[src/rtl/mul_share_pkg.sv]
// Shared constants and helpers for the shared-multiplier arbiter.
// The stage record below is the default-configuration view of one pipeline entry.
package mul_share_pkg;

    localparam int DEFAULT_NUM_REQ = 4;
    localparam int DEFAULT_WIDTH   = 32;
    localparam int DEFAULT_LAT     = 3;

    // Index width that never collapses to zero bits for small requester counts.
    function automatic int clog2_safe(input int n);
        return (n <= 2) ? 1 : $clog2(n);
    endfunction

    localparam int DEFAULT_TAG_W = clog2_safe(DEFAULT_NUM_REQ);

    typedef struct packed {
        logic                     valid;
        logic [DEFAULT_TAG_W-1:0] tag;
        logic [DEFAULT_WIDTH-1:0] data;
    } stage_t;

endpackage

[src/rtl/rr_arbiter.sv]
// Round-robin single-grant arbiter; the search starts at the pointer and the
// pointer moves one past the winner, so a held request waits at most NUM_REQ cycles.
module rr_arbiter
    import mul_share_pkg::*;
#(
    parameter int NUM_REQ = DEFAULT_NUM_REQ
) (
    input  logic                             clk,
    input  logic                             rst,
    input  logic [NUM_REQ-1:0]               req,
    output logic [NUM_REQ-1:0]               grant,
    output logic [clog2_safe(NUM_REQ)-1:0]   grant_idx,
    output logic                             any_grant
);

    localparam int TAG_W = clog2_safe(NUM_REQ);

    logic [TAG_W-1:0] ptr_q, ptr_d;

    always_comb begin
        int               pos;
        logic [TAG_W-1:0] idx;
        // NOTE: every comb output gets a default first, so no path leaves a latch.
        grant     = '0;
        grant_idx = '0;
        any_grant = 1'b0;
        pos       = 0;
        idx       = '0;
        for (int off = 0; off < NUM_REQ; off++) begin
            pos = int'(ptr_q) + off;
            if (pos >= NUM_REQ) pos = pos - NUM_REQ;
            idx = TAG_W'(pos);
            if (!any_grant && req[idx]) begin
                any_grant  = 1'b1;
                grant[idx] = 1'b1;
                grant_idx  = idx;
            end
        end
    end

    always_comb begin
        ptr_d = ptr_q;
        if (any_grant) begin
            if (grant_idx == TAG_W'(NUM_REQ - 1)) ptr_d = '0;
            else                                  ptr_d = grant_idx + TAG_W'(1);
        end
    end

    // NOTE: sequential state is written with non-blocking assignments only.
    always_ff @(posedge clk or posedge rst) begin
        if (rst) ptr_q <= '0;
        else     ptr_q <= ptr_d;
    end

endmodule

[src/rtl/mul_share_arbiter.sv]
// One pipelined multiplier shared round-robin by NUM_REQ requesters; each
// product returns to its requester exactly LAT cycles after acceptance.
module mul_share_arbiter
    import mul_share_pkg::*;
#(
    parameter int NUM_REQ = DEFAULT_NUM_REQ,
    parameter int WIDTH   = DEFAULT_WIDTH,
    parameter int LAT     = DEFAULT_LAT
) (
    input  logic                     clk,
    input  logic                     rst,
    input  logic [NUM_REQ-1:0]       req_valid,
    input  logic [NUM_REQ*WIDTH-1:0] req_in0,
    input  logic [NUM_REQ*WIDTH-1:0] req_in1,
    output logic [NUM_REQ-1:0]       req_ready,
    output logic [NUM_REQ-1:0]       resp_valid,
    output logic [WIDTH-1:0]         resp_out,
    output logic                     busy
);

    localparam int TAG_W = clog2_safe(NUM_REQ);

    // Parameterised form of the package stage record.
    typedef struct packed {
        logic             valid;
        logic [TAG_W-1:0] tag;
        logic [WIDTH-1:0] data;
    } pipe_stage_t;

    logic [NUM_REQ-1:0] grant;
    logic [TAG_W-1:0]   grant_idx;
    logic               any_grant;

    rr_arbiter #(
        .NUM_REQ (NUM_REQ)
    ) u_arb (
        .clk       (clk),
        .rst       (rst),
        .req       (req_valid),
        .grant     (grant),
        .grant_idx (grant_idx),
        .any_grant (any_grant)
    );

    assign req_ready = grant;

    logic [WIDTH-1:0] sel_in0, sel_in1;

    always_comb begin
        sel_in0 = '0;
        sel_in1 = '0;
        for (int i = 0; i < NUM_REQ; i++) begin
            if (grant[i]) begin
                sel_in0 = req_in0[i*WIDTH +: WIDTH];
                sel_in1 = req_in1[i*WIDTH +: WIDTH];
            end
        end
    end

    // Stage 0 holds the raw operands; they only change on a grant, which keeps
    // the product stable between operations when LAT is 1.
    logic             s0_valid_q;
    logic [TAG_W-1:0] s0_tag_q;
    logic [WIDTH-1:0] s0_a_q, s0_b_q;

    always_ff @(posedge clk or posedge rst) begin
        if (rst) begin
            s0_valid_q <= 1'b0;
            s0_tag_q   <= '0;
            s0_a_q     <= '0;
            s0_b_q     <= '0;
        end else begin
            s0_valid_q <= any_grant;
            s0_tag_q   <= grant_idx;
            if (any_grant) begin
                s0_a_q <= sel_in0;
                s0_b_q <= sel_in1;
            end
        end
    end

    logic [WIDTH-1:0] product;
    assign product = s0_a_q * s0_b_q;

    logic             out_valid;
    logic [TAG_W-1:0] out_tag;
    logic [WIDTH-1:0] out_data;
    logic             tail_busy;

    generate
        if (LAT == 1) begin : g_lat1
            assign out_valid = s0_valid_q;
            assign out_tag   = s0_tag_q;
            assign out_data  = product;
            assign tail_busy = 1'b0;
        end else begin : g_pipe
            pipe_stage_t stage_q [1:LAT-1];

            // NOTE: the data fields are reset too, because resp_out must read 0 after reset.
            always_ff @(posedge clk or posedge rst) begin
                if (rst) begin
                    for (int k = 1; k < LAT; k++) stage_q[k] <= '0;
                end else begin
                    stage_q[1].valid <= s0_valid_q;
                    stage_q[1].tag   <= s0_tag_q;
                    if (s0_valid_q) stage_q[1].data <= product;
                    for (int k = 2; k < LAT; k++) begin
                        stage_q[k].valid <= stage_q[k-1].valid;
                        stage_q[k].tag   <= stage_q[k-1].tag;
                        if (stage_q[k-1].valid) stage_q[k].data <= stage_q[k-1].data;
                    end
                end
            end

            always_comb begin
                tail_busy = 1'b0;
                for (int k = 1; k < LAT; k++) tail_busy = tail_busy | stage_q[k].valid;
            end

            assign out_valid = stage_q[LAT-1].valid;
            assign out_tag   = stage_q[LAT-1].tag;
            assign out_data  = stage_q[LAT-1].data;
        end
    endgenerate

    // Data only advances behind a valid entry, so resp_out holds the last product.
    always_comb begin
        resp_valid = '0;
        if (out_valid) resp_valid[out_tag] = 1'b1;
    end

    assign resp_out = out_data;
    assign busy     = s0_valid_q | tail_busy;

endmodule

[config.mk]
export PLATFORM = sky130hd
export DESIGN_NAME = mul_share_arbiter
export DESIGN_NICKNAME = d
export VERILOG_FILES = /design/src/rtl/mul_share_pkg.sv /design/src/rtl/rr_arbiter.sv /design/src/rtl/mul_share_arbiter.sv
export SDC_FILE = /design/constraint.sdc
export NUM_CORES = 1
export LEC_CHECK = 0
export CAP_MARGIN = 10
export CORE_AREA = 3 3 195 197
export CTS_CLUSTER_SIZE = 8
export DETAILED_ROUTE_END_ITERATION = 10
export DIE_AREA = 0 0 198 200
export MAX_ROUTING_LAYER = met4
export PLACE_DENSITY = 0.94
export SETUP_SLACK_MARGIN = 0.3
export SYNTH_ARGS = -nofsm -noshare
export SYNTH_HDL_FRONTEND = slang
export SYNTH_SLANG_ARGS = --single-unit
export TNS_END_PERCENT = 5
[constraint.sdc]
create_clock -name clk -period 12.6 [get_ports clk]
set_input_delay 1.26 -clock clk [delete_from_list [all_inputs] [get_ports clk]]
set_output_delay 1.26 -clock clk [all_outputs]
set_load 0.01 [all_outputs]
==> reports/qor.yml <==
min_path:
  hold_path.class: "reg2reg"
worst_setup_path:
  critPathLaunchType: "flop"
  end_kind: "flop"
  path_class: "reg2reg"
  cp.required_ps: 12910
  cp_max_fo: 27
  cp.arrival_ps: 8070
clock_network:
  cts_tree: "done"
  clk_latency_ps: 460
  cts_made_buffers: 17
  clockRootBuffer: "clkbuf_16"
  cts_sinks: 139
  cts-hold-fix-buffers: 0
  clk_path_buf_depth: 2
  clkTransAtPathRegs_ps: 70
  cts_resized: 0
  postCtsSetupRepairBufs: 0
  htree_levels: 4
detailed_routing:
  wl_per_cell_um: 21.6
  wl_um: 65300
  num_vias: 18000
  avgViaCountPerCell: 5.97
  drcViolationCount: 0
  first_iter_violations: 1414
  drtPass1Iterations: 5
  final_antenna_net_count: 0
placement:
  numPortBuffers: 302
  placed_cell_area_um2: 25700
  post-dp-hpwl_um: 51600
  gp_congestion: 0.950
  dp_cells: 2982
synth:
  yosysSeqAreaShare_pct: 15.3
  synth_common_cells: "408 x fa_1, 389 x inv_1, 345 x and2_1, 200 x nand2_1"
  yosysWarnings: 0
  synth_edf_count: 0
  syn_area_um2: 22800
  synthFlopType: "dfrtp_1"
  syn_inst: 2375
  synth_top_area_share_pct: 35.8
  synth-seq-cells: 139
  ys_types: 62
  synthTopCellsByArea: "fa_1 36%, dfrtp_1 15%, and2_1 9.5%"
  avgSynthCellArea_um2: 9.60
  post-synth-top-count-cell: "fa_1"
  async_flop_share_pct: 100
  syn_nets: 3173
  yosys.area.top_type: "fa_1"
sta:
  min_period_over_period_pct: 61.5
  tns_ps: 0
  max_freq_ghz: 0.129
  slew_headroom_pct: 22.4
  finalClockSkew_ps: 21.4
  worst_pin_slew_ps: 1160
  grt_setup_unrepaired: "no"
  period_minus_slack_ps: 7750
  drv_slew: 0
  finalSetupViolCount: 0
  hold_slack_ps: 352
  hold_violations: 0
floorplan:
  start_util_pct: 62.5
  fp.dieH_um: 200
  pin_count: 303
  core_area_um2: 36400
  dieArea_um2: 39600
  rows: 70
  die-width_um: 198
layout:
  stdcell_count: 3019
  post-route-cell-area_um2: 26300
  final_nets: 3331
  drive_gt1_share_pct: 4.67
  syn2layout_area_growth_pct: 15.6
global_route:
  grt_first_pass_wirelength_um: 104000
  globalRouteOverflowTotal: 0
  grt_max_degree: 107
  grt_pass1_vias: 19600
  globalRouteTotalUtil_pct: 35.0
  antenna_found_initial: 4
run:
  cap_violations: 0
run_status:
  status: "finished clean"
area by class of cell:
cell class                      count  area, um2
Multi-Input combinational cell   1656      16900
Inverter                          392       1480
Clock buffer                       17        425
Timing Repair Buffer              327       3210
Fill cell                        2514      10100
Sequential cell                   139       3480
Clock inverter                     15        205
Antenna cell                        5       12.5
Tap cell                          468        586
path summary, 6_finish.rpt:
check	start	slack [ps]	to	cells past startpoint
setup / recovery	s0_a_q[6]	4850	g_pipe.stage_q[66]	22
min in group asynchronous	rst	1260	g_pipe.stage_q[39]	2
hold / removal	g_pipe.stage_q[68]	350	out_tag[1]	0
setup reg to reg	s0_a_q[6]	4850	g_pipe.stage_q[66]	22
hold reg to reg	g_pipe.stage_q[68]	350	out_tag[1]	0
max in group asynchronous	rst	9940	s0_b_q[21]	3
metal layers:
metal | global-route usage, % | vias up | routed length (um) | part of all wire (%)
li1 | - | 7757 | - | -
met3 | 5.45 | 213 | 5200 | 8.0
met4 | 14.8 | 0 | 2910 | 4.5
met1 | 42.7 | 9078 | 24000 | 37
met5 | - | - | 0 | 0
met2 | 58.9 | 973 | 33200 | 51
registers in the layout, indices dropped and copies added, names as in the netlist, named ones only:
| register | count |
|---|---|
| s0_a_q | 32 |
| u_arb.ptr_q | 1 |
| s0_tag_q | 2 |
| out_tag | 2 |
| out_valid | 1 |
| resp_out | 32 |
| s0_b_q | 32 |
| s0_valid_q | 1 |
| g_pipe.stage_q | 35 |
kinds of logic after synthesis:
family | count (synthesis) | synth area share (%)
adders and majority gates | 536 | 42.9
and+or+nand+nor | 612 | 14.3
xor gates and xnor gates | 81 | 3.11
AOI/OAI and AO/OA | 369 | 11.0
DFF | 139 | 15.3
muxes | 58 | 2.95
buffers and inverters | 580 | 10.5
metrics by stage:
stage	worst slack (ps)	util (%)
after floorplan	5910	-
after global placement	5360	70.5
after detailed placement	5190	70.5
after CTS	5100	72.3
after global routing	4590	72.3
final	4850	72.3
placed cells by master, fill, tap and decap left out, types with 5 or more instances in the layout:
master / n
a211oi_1: 5
a21o_1: 11
a21oi_1: 25
a221o_1: 65
a22oi_1: 68
and2_1: 344
buf_4: 25
clkbuf_16: 17
clkdlybuf4s50_1: 302
dfrtp_1: 139
diode_2: 5
fa_1: 408
ha_1: 128
inv_1: 388
inv_6: 5
mux2_2: 49
mux2i_1: 5
nand2_1: 200
nand3_1: 5
nor2_1: 29
nor2b_1: 5
o21a_1: 5
o21ai_0: 14
o21ai_1: 139
xnor2_1: 63
xor2_1: 18
worst max-delay path, cell delays in order (launching register included):
cell	delay, ps
dfrtp_1	1110
nand2_1	180
fa_1	550
inv_1	60
fa_1	430
fa_1	480
inv_1	50
fa_1	470
inv_1	50
fa_1	460
ha_1	310
fa_1	510
fa_1	420
ha_1	380
a211oi_1	380
o211ai_1	150
a21oi_1	250
o21bai_1	180
a41oi_1	390
o311ai_1	230
o31ai_1	300
xnor2_1	160
a21oi_1	80
Power is not shown: default switching activity piles up to over one toggle a cycle in this logic, so the estimate is an artifact.
